--- src/rtl/uart_cmd_host.sv ---
// uart_cmd_host
//   Host-side UART command initiator for the debug link. One request
//   (cmd, addr, data) is sent as three back-to-back 8N2 frames on uart_tx.
//   Then 0-2 response bytes are collected on uart_rx. Each response start bit
//   is bounded by a timeout. Exactly one result is reported per request.
//
// Ports
//   clk, rst      rising-edge clock, synchronous active-high reset
//   clk_per_bit   clocks per UART bit, latched on accept (values < 4 -> 4)
//   req_*         request: valid/ready, cmd/addr/data bytes, rsp_len (3 -> 2)
//   rsp_valid     one-cycle result pulse; rsp_data/rsp_status hold until next
//   rsp_data      response bytes big-endian ({00,b0} or {b0,b1})
//   rsp_status    00 ok, 01 timeout, 10 framing error
//   uart_tx       serial out to target, idle high
//   uart_rx       serial in from target, asynchronous, idle high
//
// Handshake: a request transfers on a rising edge where req_valid && req_ready.
// req_ready is high only in IDLE. A requester must hold req_valid and the
// request fields stable until that edge. req_valid while busy has no effect.
// rsp_valid has no back-pressure.
module uart_cmd_host #(
  parameter int CLK_BITS = 10,
  parameter int TIMEOUT  = 4096
) (
  input  logic                clk,
  input  logic                rst,
  input  logic [CLK_BITS-1:0] clk_per_bit,
  input  logic                req_valid,
  output logic                req_ready,
  input  logic [7:0]          req_cmd,
  input  logic [7:0]          req_addr,
  input  logic [7:0]          req_data,
  input  logic [1:0]          req_rsp_len,
  output logic                rsp_valid,
  output logic [15:0]         rsp_data,
  output logic [1:0]          rsp_status,
  output logic                uart_tx,
  input  logic                uart_rx
);

  localparam int TO_W = (TIMEOUT > 1) ? $clog2(TIMEOUT + 1) : 1;
  localparam logic [TO_W-1:0] TO_LAST = (TIMEOUT > 0) ? TO_W'(TIMEOUT - 1) : '0;

  localparam logic [1:0] ST_OK      = 2'b00;
  localparam logic [1:0] ST_TIMEOUT = 2'b01;
  localparam logic [1:0] ST_FRAME   = 2'b10;

  typedef enum logic [1:0] {S_IDLE, S_TX, S_RX_WAIT, S_DONE} state_t;
  typedef enum logic [1:0] {RX_HUNT, RX_START, RX_DATA, RX_STOP} rx_phase_t;

  state_t              state;
  rx_phase_t           rx_phase;

  logic [CLK_BITS-1:0] n_q;
  logic [1:0]          len_q;
  logic [7:0]          addr_q;
  logic [7:0]          data_q;

  logic [10:0]         tx_shift;   // bit 0 is the bit currently on the line
  logic [3:0]          tx_bit;
  logic [1:0]          tx_byte;
  logic [CLK_BITS-1:0] clk_cnt;

  logic                rx_s1;
  logic                rx_s2;
  logic                rx_prev;
  logic [CLK_BITS-1:0] rx_cnt;
  logic [2:0]          rx_bit;
  logic [7:0]          rx_shift;
  logic [1:0]          rx_nbytes;
  logic [15:0]         rx_acc;
  logic [TO_W-1:0]     to_cnt;

  logic [CLK_BITS-1:0] n_sel;
  logic [CLK_BITS-1:0] n_m1;
  logic [CLK_BITS-1:0] n_half;
  logic [TO_W-1:0]     to_next;
  logic [1:0]          nb_next;
  logic [15:0]         acc_next;
  logic                rx_fall;

  assign n_sel    = (clk_per_bit < CLK_BITS'(4)) ? CLK_BITS'(4) : clk_per_bit;
  assign n_m1     = n_q - CLK_BITS'(1);
  assign n_half   = n_q >> 1;
  // Saturates so TIMEOUT == 0 (wait forever) cannot wrap.
  assign to_next  = (&to_cnt) ? to_cnt : to_cnt + TO_W'(1);
  assign nb_next  = rx_nbytes + 2'd1;
  assign acc_next = {rx_acc[7:0], rx_shift};
  assign rx_fall  = rx_prev & ~rx_s2;

  always_ff @(posedge clk) begin
    if (rst) begin
      state      <= S_IDLE;
      rx_phase   <= RX_HUNT;
      req_ready  <= 1'b1;
      rsp_valid  <= 1'b0;
      rsp_data   <= 16'h0000;
      rsp_status <= ST_OK;
      uart_tx    <= 1'b1;
      n_q        <= '0;
      len_q      <= 2'd0;
      addr_q     <= 8'h00;
      data_q     <= 8'h00;
      tx_shift   <= '1;
      tx_bit     <= 4'd0;
      tx_byte    <= 2'd0;
      clk_cnt    <= '0;
      rx_s1      <= 1'b1;
      rx_s2      <= 1'b1;
      rx_prev    <= 1'b1;
      rx_cnt     <= '0;
      rx_bit     <= 3'd0;
      rx_shift   <= 8'h00;
      rx_nbytes  <= 2'd0;
      rx_acc     <= 16'h0000;
      to_cnt     <= '0;
    end else begin
      rx_s1     <= uart_rx;
      rx_s2     <= rx_s1;
      rx_prev   <= rx_s2;
      rsp_valid <= 1'b0;

      case (state)
        S_IDLE: begin
          if (req_valid) begin
            state     <= S_TX;
            req_ready <= 1'b0;
            n_q       <= n_sel;
            len_q     <= (req_rsp_len == 2'd3) ? 2'd2 : req_rsp_len;
            addr_q    <= req_addr;
            data_q    <= req_data;
            tx_shift  <= {2'b11, req_cmd, 1'b0};
            uart_tx   <= 1'b0;
            tx_bit    <= 4'd0;
            tx_byte   <= 2'd0;
            clk_cnt   <= '0;
            rx_nbytes <= 2'd0;
            rx_acc    <= 16'h0000;
          end
        end

        S_TX: begin
          if (clk_cnt == n_m1) begin
            clk_cnt <= '0;
            if (tx_bit == 4'd10) begin
              if (tx_byte == 2'd2) begin
                // Last stop bit finished; the line is already high.
                if (len_q == 2'd0) begin
                  state      <= S_DONE;
                  rsp_valid  <= 1'b1;
                  rsp_data   <= 16'h0000;
                  rsp_status <= ST_OK;
                end else begin
                  state    <= S_RX_WAIT;
                  rx_phase <= RX_HUNT;
                  to_cnt   <= '0;
                end
              end else begin
                tx_byte  <= tx_byte + 2'd1;
                tx_bit   <= 4'd0;
                tx_shift <= {2'b11, (tx_byte == 2'd0) ? addr_q : data_q, 1'b0};
                uart_tx  <= 1'b0;
              end
            end else begin
              tx_bit   <= tx_bit + 4'd1;
              uart_tx  <= tx_shift[1];
              tx_shift <= {1'b1, tx_shift[10:1]};
            end
          end else begin
            clk_cnt <= clk_cnt + CLK_BITS'(1);
          end
        end

        S_RX_WAIT: begin
          case (rx_phase)
            RX_HUNT: begin
              if ((TIMEOUT != 0) && (to_cnt >= TO_LAST)) begin
                state      <= S_DONE;
                rsp_valid  <= 1'b1;
                rsp_data   <= rx_acc;
                rsp_status <= ST_TIMEOUT;
              end else begin
                to_cnt <= to_next;
                if (rx_fall) begin
                  rx_phase <= RX_START;
                  rx_cnt   <= CLK_BITS'(1);
                end
              end
            end
            RX_START: begin
              // The timeout keeps running until the start bit is confirmed,
              // so a short glitch does not extend the wait.
              to_cnt <= to_next;
              if (rx_cnt == n_half) begin
                if (!rx_s2) begin
                  rx_phase <= RX_DATA;
                  rx_cnt   <= CLK_BITS'(1);
                  rx_bit   <= 3'd0;
                  to_cnt   <= '0;
                end else begin
                  rx_phase <= RX_HUNT;
                end
              end else begin
                rx_cnt <= rx_cnt + CLK_BITS'(1);
              end
            end
            RX_DATA: begin
              if (rx_cnt == n_q) begin
                rx_cnt   <= CLK_BITS'(1);
                rx_shift <= {rx_s2, rx_shift[7:1]};
                rx_bit   <= rx_bit + 3'd1;
                if (rx_bit == 3'd7) rx_phase <= RX_STOP;
              end else begin
                rx_cnt <= rx_cnt + CLK_BITS'(1);
              end
            end
            RX_STOP: begin
              // Only the first stop bit is checked, so 8N1 and 8N2 both pass.
              if (rx_cnt == n_q) begin
                rx_acc    <= acc_next;
                rx_nbytes <= nb_next;
                to_cnt    <= '0;
                rx_phase  <= RX_HUNT;
                if (!rx_s2) begin
                  state      <= S_DONE;
                  rsp_valid  <= 1'b1;
                  rsp_data   <= acc_next;
                  rsp_status <= ST_FRAME;
                end else if (nb_next == len_q) begin
                  state      <= S_DONE;
                  rsp_valid  <= 1'b1;
                  rsp_data   <= acc_next;
                  rsp_status <= ST_OK;
                end
              end else begin
                rx_cnt <= rx_cnt + CLK_BITS'(1);
              end
            end
            default: rx_phase <= RX_HUNT;
          endcase
        end

        S_DONE: begin
          state     <= S_IDLE;
          req_ready <= 1'b1;
          rx_phase  <= RX_HUNT;
        end

        default: begin
          state     <= S_IDLE;
          req_ready <= 1'b1;
          uart_tx   <= 1'b1;
        end
      endcase
    end
  end

endmodule

--- config.mk ---
export PLATFORM = sky130hd
export DESIGN_NAME = uart_cmd_host
export DESIGN_NICKNAME = d
export VERILOG_FILES = /design/src/rtl/uart_cmd_host.sv
export SDC_FILE = /design/constraint.sdc
export NUM_CORES = 1
export LEC_CHECK = 0
export ABC_AREA = 1
export CORE_AREA = 2 2 108 136
export CTS_BUF_LIST = sky130_fd_sc_hd__clkbuf_4
export DETAILED_ROUTE_END_ITERATION = 10
export DIE_AREA = 0 0 110 138
export PLACE_DENSITY_LB_ADDON = 0.2
export REMOVE_ABC_BUFFERS = 1
export SLEW_MARGIN = 20
export SYNTH_ARGS = -nofsm -noshare
export SYNTH_HDL_FRONTEND = slang
export SYNTH_SLANG_ARGS = --single-unit
--- constraint.sdc ---
create_clock -name clk -period 1.9 [get_ports clk]
set_input_delay 0.19 -clock clk [delete_from_list [all_inputs] [get_ports clk]]
set_output_delay 0.19 -clock clk [all_outputs]
set_load 0.01 [all_outputs]
# Yosys cells after proc, flatten, opt, wreduce, memory -nomap -nowiden
# Index checks and enable logic that the tools add are counted.
dict set report word_totals {
  regBits 135
  inputBits 40
  word_cells 211
  out_inout_bits 21
}
dict set report op_classes {
  n_reduce_logical 24
  n_eq_ne 41
  magnitude_cmp 2
  n_mux 110
  bitwise 2
  n_addsub 8
}
# cell count
set op_table {}
lappend op_table {{2-to-1 mux 16 bit} 11}
lappend op_table {{2-to-1 mux 13 bit} 9}
lappend op_table {{one-hot mux 16 bit (2 select lines)} 3}
lappend op_table {{2-to-1 mux 10 bit} 9}
lappend op_table {{2-to-1 mux 2 bit} 34}
lappend op_table {{2-to-1 mux 11 bit} 4}
lappend op_table {{one-hot mux 10 bit (4 select lines)} 1}
lappend op_table {{one-hot mux 13 bit (3 select lines)} 1}
lappend op_table {{inequality test 2 bit (second input constant)} 15}
lappend op_table {{inequality test 3 bit (second input constant)} 9}
lappend op_table {{one-hot mux 13 bit (2 select lines)} 1}
lappend op_table {{one-hot mux 11 bit (2 select lines)} 1}
lappend op_table {{adder 10 x 1 -> 10 bit (second input constant)} 2}
lappend op_table {{== test 10 bit} 2}
lappend op_table {{one-hot mux 10 bit (2 select lines)} 1}
lappend op_table {{one-hot mux 2 bit (2 select lines)} 5}
lappend op_table {{2-to-1 mux 4 bit} 4}
lappend op_table {{one-hot mux 2 bit (4 select lines)} 2}
lappend op_table {{AND reduction 8 bit} 2}
lappend op_table {{AND reduction 5 bit} 3}
lappend op_table {{adder 13 x 1 -> 13 bit (second input constant)} 1}
lappend op_table {{greater-or-equal comparator 13 x 12 -> 1 bit (second input constant)} 1}
lappend op_table {{2-to-1 mux 1 bit} 13}
lappend op_table {{AND reduction 13 bit} 1}
lappend op_table {{other kinds (30)} 52}

# Longest topological paths before layout
dict set report logic_depth {
  word_depth 7
  depth_mapped 18
  mapped_depth_nobuf 17
}

# Worst setup path after synthesis
# Ideal clock, no wire load.
dict set report synth_timing {
  path_type {reg2reg}
  start {register n_q[1]}
  end {register rsp_data[10]}
  path_buffers 1
  setup_slack_ps -78
  required_time_ps 1785
  synth_period_minus_slack_ps 1978
  setup_ps 115
  stages_incl_launch_ff 15
  arrival_ps 1863
  cell_sequence {dfxtp_1 > inv_1 > ha_1 > inv_1 > nand2_1 > nand4_1 > nor2_1 > nand2_1 > nor2_1 > nand3_2 > o21ai_4 > buf_2 > nand3_1 > nand2_1 > nor2_1}
}
dict set report synth_between {
  elab_chain_len 4
  elab_cells_between_ends 6
  cone_classes {1 x add/sub; 4 x eq/ne; 1 x reduce/logical}
}
# element line_no
set synth_rtl {}
lappend synth_rtl {{from (decl)} 54} ;# logic [CLK_BITS-1:0] n_q;
lappend synth_rtl {{from (signal assigned)} 128} ;# n_q <= n_sel;
lappend synth_rtl {{subtractor 10 x 1 -> 10 bit} 83} ;# assign n_m1 = n_q - CLK_BITS'(1);
lappend synth_rtl {{== test 10 bit} 143} ;# if (clk_cnt == n_m1) begin
lappend synth_rtl {{inequality test 2 bit (no source line)} -}
lappend synth_rtl {{AND reduction 9 bit (no source line) (*)} -}
lappend synth_rtl {{to (signal assigned)} 180} ;# rsp_data <= rx_acc;
lappend synth_rtl {{to (signal assigned)} 227} ;# rsp_data <= acc_next;
lappend synth_rtl {{to (signal assigned)} 232} ;# rsp_data <= acc_next;
lappend synth_rtl {{to (decl)} 35} ;# output logic [15:0] rsp_data,
# Every way passes the cells marked *; elsewhere a longest branch is shown, timed or not.
# A chain may end at the register's enable or synchronous reset.

# Final worst setup path
dict set report layout_timing {
  start {register n_q[1]}
  end {register rsp_status[1]}
}
dict set report layout_between {
  elab_chain_len 4
  elab_cells_between_ends 6
  cone_classes {1 x add/sub; 4 x eq/ne; 1 x reduce/logical}
}
# element line_no
set layout_rtl {}
lappend layout_rtl {{subtractor 10 x 1 -> 10 bit} 83}
lappend layout_rtl {{== test 10 bit} 143}
lappend layout_rtl {{inequality test 2 bit (no source line)} -}
lappend layout_rtl {{AND reduction 9 bit (no source line) (*)} -}
lappend layout_rtl {{to (signal assigned)} 98} ;# rsp_status <= ST_OK;
lappend layout_rtl {{to (signal assigned)} 152} ;# rsp_status <= ST_OK;
lappend layout_rtl {{to (signal assigned)} 181} ;# rsp_status <= ST_TIMEOUT;
lappend layout_rtl {{to (decl)} 36} ;# output logic [1:0] rsp_status,
# Marked as above.

==> run summary <==
final slew viol count: 0
Hold Crit Start: uart_rx
Worst-path clk slew: 120 ps
CTS tree: done
CP Launch Type: flip-flop
setup ws final: -265 ps
fmax: 0.462 GHz
routed wire length per instance: 15.8 um
Num CTS Buffers: 17
Vias/cell: 5.58
Pre-antenna DRT Iters: 5
failing checks: setup timing
Switching Power: 0.00599 W
Pwr Total: 0.0139 W
slew at the pin closest to its max-slew limit: 643 ps
clk_skew: 28.0 ps
CTS Sinks: 132
largest net degree at the start of global routing: 52
Data required, critical path: 2380 ps
DRC viols: 0
Detailed Route Iter0 Violations: 754
Setup crit end kind: flip-flop
top_reg_cell synth: dfxtp_1
Reg2Reg Capture Point: rsp_status[1]$_SDFFE_PP0P_
Mean Syn Cell Area: 6.52 um2
CP Class: flip-flop to flip-flop
hold path endpoint: rx_s1$_SDFF_PP1_
synth warn: 0
final hold violations: 0
Flop pwr share: 25.6%
buffers added on ports: 60
hold path depth: 2
antenna-violating nets left: 0
post-DP HPWL: 14000 um
Synth Instances: 1158
flops & latches, synth: 132
Initial Util: 53.7%
Post-synth EDFFs: 0
slowest CP cell: dfxtp_2
Site Rows: 49
Hold WC Path Type: primary input to flip-flop
Final Util: 77.1%
Final Instance Area: 0.0108 mm2
Synth area leaders: dfxtp_1 (35%), nand2_1 (14%), nand3_1 (8.2%)
power share of the clock group: 15.1%
die width: 110 um
Internal: 0.00795 W
clk_lat worst skew: 590 ps
share of the synthesized area in the top cell type: 35.0%
Worst EP arrival: 2650 ps
GRT Util Overall: 29.2%
Syn-to-layout area delta: 43.5%
Max VDD drop: 0.729 mV
share of cells above drive strength 1: 29.7%
vias in the first global route: 7687
reg2reg setup slack: -260 ps
CTS Root Cell: clkbuf_4
Sw Share: 43.0%
largest area contributor in the netlist: dfxtp_1
fill count: 973
core area: 0.0140 mm2
run status: finished with violations
die area: 0.0152 mm2
Max Root-Sink Buffers: 2
area post-placement: 0.00916 mm2
critical path cell sequence: inv_2, ha_4, nand2_2, nand2_1, nand3_1, nand2_1, nor2_4, nand3_4, o21ai_4, buf_12, clkbuf_16, nand3_1, nand2_1, nor2_1
R2R depth: 14
Comb pwr share: 59.3%
CP peak stage delay: 380 ps
drt total wl: 24300 um
GP Congestion: 0.884
crit share post-route: 114%
power per cell area: 1290 mW/mm2
first-pass GRT wire length: 35500 um
Multi-input gate area: 0.00494 mm2
reg-to-reg startpoint: n_q[1]$_SDFFE_PP0P_
async set-reset flop share out of synthesis: 0%
Max-slew headroom: 57.1%
Die Y: 138 um
cell area after synthesis: 0.00755 mm2
total global routing overflow: 0
DR vias: 8584
sequential fraction of the synthesis area: 35.0%
RSZ-0062 raised after global routing: true
Worst Path Max Fanout: 9
Cell variety after synth: 47
antenna violations before repair: 1
max-cap viol count: 0
Final #Nets: 1405
H-tree levels: 4
flip-flop and latch area: 0.00268 mm2
final setup violation count: 98
Leakage Power: 4.57 nW
number of I/O pins: 61
fin crit period: 2160 ps
CP dominant cell by count: nand2_1
-- stage by stage --
step / setup TNS (ps) / std cells / worst slack [ps] / hold slack [ps]
global route: -24680 / 1539 / -384 / 196
detailed placement: -13830 / 1473 / -220 / 401
floorplan: -64380 / 1102 / -1260 / 252
CTS: -5820 / 1524 / -129 / 183
finish: -15100 / 1539 / -265 / 220
global placement: -11340 / 1473 / -185 / 393
-- power groups by stage --
stage	Clock, W	Combinational (W)	Sequential (W)
final	0.00211	0.00826	0.00356
after global routing	0.00225	0.00889	0.00361
after CTS	0.00213	0.00673	0.00350
after floorplan	0	0.00328	0.00358
after global placement	0	0.00568	0.00354
after detailed placement	0	0.00572	0.00354
-- flip-flops by register name, indices dropped and copies added (netlist names), 3 cells and up --
register,cells
rx_acc,16
rx_cnt,10
n_q,10
clk_cnt,10
tx_shift,8
rsp_data,16
rx_shift,8
rx_bit,3
addr_q,8
to_cnt,13
tx_bit,4
data_q,8
-- Yosys cell counts (2+ instances only) --
| master | number |
|---|---|
| nor3_1 | 20 |
| clkbuf_1 | 24 |
| a211oi_1 | 3 |
| clkinv_1 | 2 |
| nand4_1 | 20 |
| inv_2 | 15 |
| nor2_2 | 4 |
| inv_1 | 107 |
| buf_1 | 7 |
| a22oi_1 | 9 |
| buf_6 | 2 |
| xnor2_1 | 5 |
| or2_2 | 2 |
| a31oi_1 | 2 |
| o21ai_4 | 2 |
| o211ai_1 | 5 |
| nor4_1 | 2 |
| buf_2 | 16 |
| ha_1 | 18 |
| dfxtp_1 | 132 |
| nand2_1 | 285 |
| buf_4 | 6 |
| nor2_4 | 2 |
| nand3_2 | 4 |
| o21ai_2 | 3 |
| nand3_1 | 123 |
| o21ai_0 | 61 |
| nand2_2 | 5 |
| o21bai_1 | 2 |
| xor2_1 | 19 |
| nor2_1 | 136 |
| a21oi_1 | 100 |
-- worst max path at each step --
stage,from,endpoint,slack (ps)
after floorplan,state[0]$_SDFFE_PP0P_,to_cnt[8]$_SDFFE_PP0P_,-1260
final,n_q[1]$_SDFFE_PP0P_,rsp_status[1]$_SDFFE_PP0P_,-260
after detailed placement,n_q[1]$_SDFFE_PP0P_,to_cnt[2]$_SDFFE_PP0P_,-220
after global routing,n_q[7]$_SDFFE_PP0P_,rsp_data[14]$_SDFFE_PP0P_,-380
after CTS,n_q[1]$_SDFFE_PP0P_,to_cnt[9]$_SDFFE_PP0P_,-130
after global placement,n_q[1]$_SDFFE_PP0P_,to_cnt[4]$_SDFFE_PP0P_,-190
-- placed cells by master, fill, tap and decap left out, types with 10 or more instances in the layout --
| master | n |
|---|---|
| nand2_4 | 16 |
| a21oi_1 | 81 |
| nor2_4 | 11 |
| dfxtp_1 | 117 |
| buf_6 | 34 |
| ha_1 | 15 |
| a21oi_2 | 20 |
| nor2_1 | 111 |
| clkdlybuf4s50_1 | 59 |
| clkbuf_4 | 19 |
| inv_1 | 95 |
| nand4_1 | 20 |
| nand2_2 | 36 |
| nand3_2 | 38 |
| nand3_1 | 85 |
| inv_2 | 21 |
| o21ai_0 | 54 |
| nor3_1 | 18 |
| buf_4 | 109 |
| buf_12 | 10 |
| nand2_1 | 237 |
| nor2_2 | 20 |
| xor2_1 | 17 |
-- cell families (layout without fill, tap and decap cells) --
group / Yosys count / count (layout) / share of synthesized area, %
buffers and inverters: 180 / 378 / 9.73
AOI/OAI and AO/OA: 195 / 199 / 14.6
and+or+nand+nor: 608 / 608 / 34.7
xor gates and xnor gates: 24 / 24 / 2.79
muxes: 1 / 1 / 0.133
other: 0 / 1 / 0
adders and majority gates: 18 / 18 / 2.98
DFF: 132 / 132 / 35.0
-- per-layer routing --
metal  global-route usage, %  vias up  part of all wire (%)
li1                        -     4179                     -
met1                    35.3     3985                    39
met2                    49.9      331                    51
met3                    5.37       89                   5.9
met4                    12.3        0                   4.6
met5                       0        -                     0
-- repair_timing --
item / in CTS / in global routing
pin swaps: 44 / 68
gates cloned: 8 / 5
resized for setup: 93 / 187
hold endpoints to repair: 1 / 0
setup buffers: 10 / 9
endpoints found under the setup margin: 98 / 101
hold buffers: 1 / 0
-- final cells by class --
class	instances	share of cell area [%]
timing repair buffer	221	20.1
inverter	124	4.51
sequential	132	24.7
multi-input combinational	850	45.6
antenna	1	0.0231
clock buffer	19	1.32
tap	178	2.06
clock inverter	13	1.51
timing repair inverter	1	0.0809
-- worst max-delay path: cells and delay by family (launching register included) --
family,cells,cell delay [ps]
and+or+nand+nor,9,940
DFF,1,380
buffers and inverters,3,370
AOI/OAI and AO/OA,1,210
adders and majority gates,1,180
Note: power is estimated with default switching activity, not from simulation.
